$ cat config.mk
export PLATFORM = sky130hd
export DESIGN_NAME = controlled_decrement_normalizer
export DESIGN_NICKNAME = d
export VERILOG_FILES = /design/src/rtl/fp_adder_pkg.sv /design/src/rtl/controlled_decrementor.sv /design/src/rtl/controlled_decrement_normalizer.sv
export SDC_FILE = /design/constraint.sdc
export NUM_CORES = 1
export LEC_CHECK = 0
export ABC_CLOCK_PERIOD_IN_PS = 2750
export CORE_MARGIN = 4
export CORE_UTILIZATION = 30
export CTS_CLUSTER_DIAMETER = 80
export DETAILED_ROUTE_END_ITERATION = 16
export GPL_TIMING_DRIVEN = 0
export SYNTH_ARGS = -nofsm -noshare
export SYNTH_HDL_FRONTEND = slang
export SYNTH_SLANG_ARGS = --single-unit
export TNS_END_PERCENT = 50
$ cat constraint.sdc
create_clock -name clk -period 2.75 [get_ports clk]
set_input_delay 0.4125 -clock clk [delete_from_list [all_inputs] [get_ports clk]]
set_output_delay 0.4125 -clock clk [all_outputs]
set_load 0.1 [all_outputs]
$ cat src/rtl/fp_adder_pkg.sv
// Shared constants and types for the single-precision FP adder datapath.
package fp_adder_pkg;

  localparam int unsigned EXP_W        = 8;
  localparam int unsigned MANT_W       = 24;
  localparam int unsigned EXP_MIN_NORM = 1;

  typedef enum logic [1:0] {
    StIdle,
    StShift,
    StDone
  } norm_state_e;

endpackage

$ cat src/rtl/controlled_decrementor.sv
// Exponent decrement-by-one gated by an enable; counterpart of the controlled incrementor.
module controlled_decrementor #(
  parameter int unsigned W = fp_adder_pkg::EXP_W
) (
  input  logic         en_i,
  input  logic [W-1:0] a_i,
  output logic [W-1:0] y_o
);

  always_comb begin
    y_o = a_i;
    if (en_i) begin
      y_o = a_i - W'(1);
    end
  end

endmodule

$ cat src/rtl/controlled_decrement_normalizer.sv
// Sequential post-subtraction normalizer: one left shift and exponent decrement per cycle
// until the hidden bit is set, the mantissa is zero, or the denormal floor is reached.
module controlled_decrement_normalizer #(
  parameter int unsigned EXP_W  = fp_adder_pkg::EXP_W,
  parameter int unsigned MANT_W = fp_adder_pkg::MANT_W,
  parameter int unsigned CNT_W  = 5
) (
  input  logic              clk,
  input  logic              rst_n,
  input  logic              in_valid_i,
  output logic              in_ready_o,
  input  logic [EXP_W-1:0]  in_exp_i,
  input  logic [MANT_W-1:0] in_mant_i,
  output logic              out_valid_o,
  input  logic              out_ready_i,
  output logic [EXP_W-1:0]  out_exp_o,
  output logic [MANT_W-1:0] out_mant_o,
  output logic [CNT_W-1:0]  out_shift_o,
  output logic              out_zero_o,
  output logic              out_denorm_o
);

  import fp_adder_pkg::*;

  norm_state_e       state_q, state_d;
  logic [EXP_W-1:0]  exp_q, exp_d, exp_dec;
  logic [MANT_W-1:0] mant_q, mant_d;
  logic [CNT_W-1:0]  cnt_q, cnt_d;
  logic              zero_q, zero_d;
  logic              denorm_q, denorm_d;
  logic              valid_q, valid_d;
  logic              dec_en;

  controlled_decrementor #(
    .W (EXP_W)
  ) u_exp_dec (
    .en_i (dec_en),
    .a_i  (exp_q),
    .y_o  (exp_dec)
  );

  always_comb begin
    state_d  = state_q;
    exp_d    = exp_q;
    mant_d   = mant_q;
    cnt_d    = cnt_q;
    zero_d   = zero_q;
    denorm_d = denorm_q;
    valid_d  = valid_q;
    dec_en   = 1'b0;
    unique case (state_q)
      StIdle: begin
        if (in_valid_i) begin
          exp_d    = in_exp_i;
          mant_d   = in_mant_i;
          cnt_d    = '0;
          zero_d   = 1'b0;
          denorm_d = 1'b0;
          state_d  = StShift;
        end
      end
      StShift: begin
        if (mant_q == '0) begin
          exp_d   = '0;
          zero_d  = 1'b1;
          state_d = StDone;
        end else if (mant_q[MANT_W-1]) begin
          state_d = StDone;
        end else if (exp_q == '0) begin
          denorm_d = 1'b1;
          state_d  = StDone;
        end else if (exp_q == EXP_W'(EXP_MIN_NORM)) begin
          // Exponents 0 and 1 share a scale, so the drop to 0 needs no shift.
          exp_d    = '0;
          denorm_d = 1'b1;
          state_d  = StDone;
        end else begin
          dec_en = 1'b1;
          exp_d  = exp_dec;
          mant_d = {mant_q[MANT_W-2:0], 1'b0};
          cnt_d  = cnt_q + CNT_W'(1);
        end
      end
      StDone: begin
        // First DONE cycle raises valid; the working registers are frozen from here on.
        if (!valid_q) begin
          valid_d = 1'b1;
        end else if (out_ready_i) begin
          valid_d = 1'b0;
          state_d = StIdle;
        end
      end
      default: state_d = StIdle;
    endcase
  end

  always_ff @(posedge clk or negedge rst_n) begin
    if (!rst_n) begin
      state_q  <= StIdle;
      exp_q    <= '0;
      mant_q   <= '0;
      cnt_q    <= '0;
      zero_q   <= 1'b0;
      denorm_q <= 1'b0;
      valid_q  <= 1'b0;
    end else begin
      state_q  <= state_d;
      exp_q    <= exp_d;
      mant_q   <= mant_d;
      cnt_q    <= cnt_d;
      zero_q   <= zero_d;
      denorm_q <= denorm_d;
      valid_q  <= valid_d;
    end
  end

  assign in_ready_o   = (state_q == StIdle);
  assign out_valid_o  = valid_q;
  assign out_exp_o    = exp_q;
  assign out_mant_o   = mant_q;
  assign out_shift_o  = cnt_q;
  assign out_zero_o   = zero_q;
  assign out_denorm_o = denorm_q;

  a_no_exp_underflow: assert property (@(posedge clk) disable iff (!rst_n)
    dec_en |-> (exp_q != '0));
  a_zero_denorm_excl: assert property (@(posedge clk) disable iff (!rst_n)
    !(zero_q && denorm_q));

endmodule
==> flow_metrics.tcl <==
set metrics [dict create \
    synth_area_leader_cell "dfrtp_1" \
    clockBufferDepth 2 \
    place_congestion 0.815 \
    async_reset_ff_share_pct 100 \
    ys_types 40 \
    hold_class "in2async" \
    track_usage_pct 14.9 \
    area_growth_pct 45.3 \
    final_cells 413 \
    syn_area_per_cell_sq_um 9.42 \
    fin_nets 356 \
    drt-total-wl_um 6140 \
    die_h_um 93.4 \
    cts.clk_slew.worst_paths_ps 80 \
    synth_edf_count 0 \
    rows 30 \
    grt_overflow 0 \
    cts_resized 0 \
    via_count 2040 \
    synthTopCellsByArea "dfrtp_1 48%, nand2_1 9.8%, a22oi_1 7.6%" \
    die_x_um 93.4 \
    worstSetupPathType "reg2out" \
    synth_seq_cells 42 \
    critPathMaxStageDelay_ps 1140 \
    max_freq_ghz 0.397 \
    synth_nets 272 \
    yosysTopAreaCellShare_pct 48.1 \
    routed_via_density 4.94 \
    cts_made_buffers 5 \
    synth_warnings 0 \
    antenna_found_initial 0 \
    fin_crit_sh_pct 91.6 \
    dp_hpwl_um 4630 \
    first_iter_violations 98 \
    drc 0 \
    path_max_fanout 8 \
    dp.cells 405 \
    min_period_ps 2520 \
    cts.sink_count 42 \
    numPortBuffers 76 \
    drive_gt1_share_pct 10.1 \
    synth-main-ff-cell "dfrtp_1" \
    holdBufCountCts 0 \
    initial_core_util_pct 31.5 \
    grt_pass1_wl_um 10400 \
    grt_max_degree 28 \
    clock_skew_ps 3.76 \
    synthCells 232 \
    setup_viol 0 \
    crit_path_top_delay_cell "clkdlybuf4s50_1" \
    worst_ep_arrival_time_ps 2110 \
    die_area_sq_mm 0.00872 \
    cts_tree "yes" \
    cts_max_level 2 \
    ios 77 \
    cap_violations 0 \
    slew_viol_final 0 \
    dr.pass1.iters 4 \
    finalSetupTns_ps 0 \
    maxSlewHeadroom_pct 31.8 \
    placeableCoreArea_sq_mm 0.00694 \
    post_drt_wl_per_cell_um 14.9 \
    worst_skew_pair.late_latency_ps 300 \
    outcome "finished clean" \
    yosysMostFrequentCell "nand2_1" \
    cp_data_required_time_ps 2340 \
    seq_area_frac_synth_pct 48.1 \
    hold_violations 0 \
    cts_setup_buffers 0 \
    num-fill-cells 668 \
    start_kind "flip-flop" \
    worstMarginPinSlew_ps 1020 \
    cts_root_buf "clkbuf_8" \
    synthTopCellsByCount "57 x nand2_1, 42 x dfrtp_1, 22 x a22oi_1" \
    netlist_area_sq_mm 0.00219 \
    endpoint_kind "output pin" \
    crit_chain "buf_2, nor2_1, clkdlybuf4s50_1" \
    grt_pass1_vias 2066 \
    rsz0062_at_grt "false" \
    antennaDiodeCount 0 \
    ant_nets 0 \
    final_util_pct 45.7 \
]
[placed cells by master (no fill, tap or decap), types with 3 or more instances in the layout]
cell and n:
a21oi_1 4, nand2_1 57, buf_2 6, clkdlybuf4s50_1 75
nor2_1 7, nor3_1 6, nand4_1 3, a22oi_1 22
nor4_1 3, clkbuf_1 4, o21ai_0 14, o21ai_1 7
inv_1 9, a22o_1 6, nor4_2 4, ha_1 4
clkbuf_8 6, nand3_1 7, dfrtp_1 42
[stage by stage]
| stage | hold slack [ps] | area [sq um] | worst slack [ps] |
|---|---|---|---|
| floorplan | 117 | 2190 | 44.0 |
| global placement | 463 | 3070 | 92.1 |
| detailed placement | 367 | 3080 | 334 |
| CTS | 43.8 | 3180 | 220 |
| global route | 59.3 | 3180 | 163 |
| finish | 28.8 | 3180 | 231 |
[path summary, 6_finish.rpt]
path | slack (ps) | startpoint | depth (start not counted) | endpoint
min in group clk | 490 | out_shift_o[4] | 1 | out_shift_o[4]
setup reg to reg | 580 | out_exp_o[0] | 7 | out_mant_o[14]
hold reg to reg | 490 | out_shift_o[4] | 1 | out_shift_o[4]
hold / removal | 30 | rst_n | 1 | state_q[1]
setup / recovery | 230 | state_q[1] | 3 | in_ready_o
max in group asynchronous | 2250 | rst_n | 2 | out_mant_o[10]
[layout make-up]
type / instances / area, sq um / area share, %
Buffer: 12 / 66.3 / 2.09
Clock buffer: 6 / 82.6 / 2.60
Clock inverter: 2 / 12.5 / 0.394
Inverter: 10 / 37.5 / 1.18
Multi-Input combinational cell: 168 / 1030 / 32.5
Sequential cell: 42 / 1050 / 33.1
Tap cell: 96 / 120 / 3.78
Timing Repair Buffer: 77 / 776 / 24.4
[cells by family (layout without fill, tap and decap cells)]
logic type,Yosys count,in the layout,share of synthesized area (%)
DFF,42,42,48.1
adders and majority gates,4,4,2.29
and+or+nand+nor,95,95,21.4
muxes,1,1,0.515
AOI/OAI and AO/OA,68,68,23.0
buffers and inverters,22,107,4.75
[flip-flops by register name, summed over array words and instances, names as in the netlist]
| signal | cells |
|---|---|
| out_mant_o | 24 |
| out_valid_o | 1 |
| out_zero_o | 1 |
| out_exp_o | 8 |
| out_shift_o | 5 |
| state_q | 2 |
| out_denorm_o | 1 |
[per-layer routing]
metal / routed length (um) / track usage, % / vias up / share of wire (%)
li1: - / - / 1009 / -
met1: 2810 / 20.6 / 962 / 46
met2: 2860 / 23.2 / 63 / 47
met3: 406 / 4.02 / 6 / 6.6
met4: 61 / 3.30 / 0 / 0.99
met5: 0 / 0 / - / 0
[critical path: cells and delay by family (launching register included)]
family	cells	cell delay, ps
buffers and inverters	2	1320
flip-flops	1	360
AND/OR/NAND/NOR	1	120
Power is not shown: default switching activity piles up to over one toggle a cycle in this logic, so the estimate is an artifact.
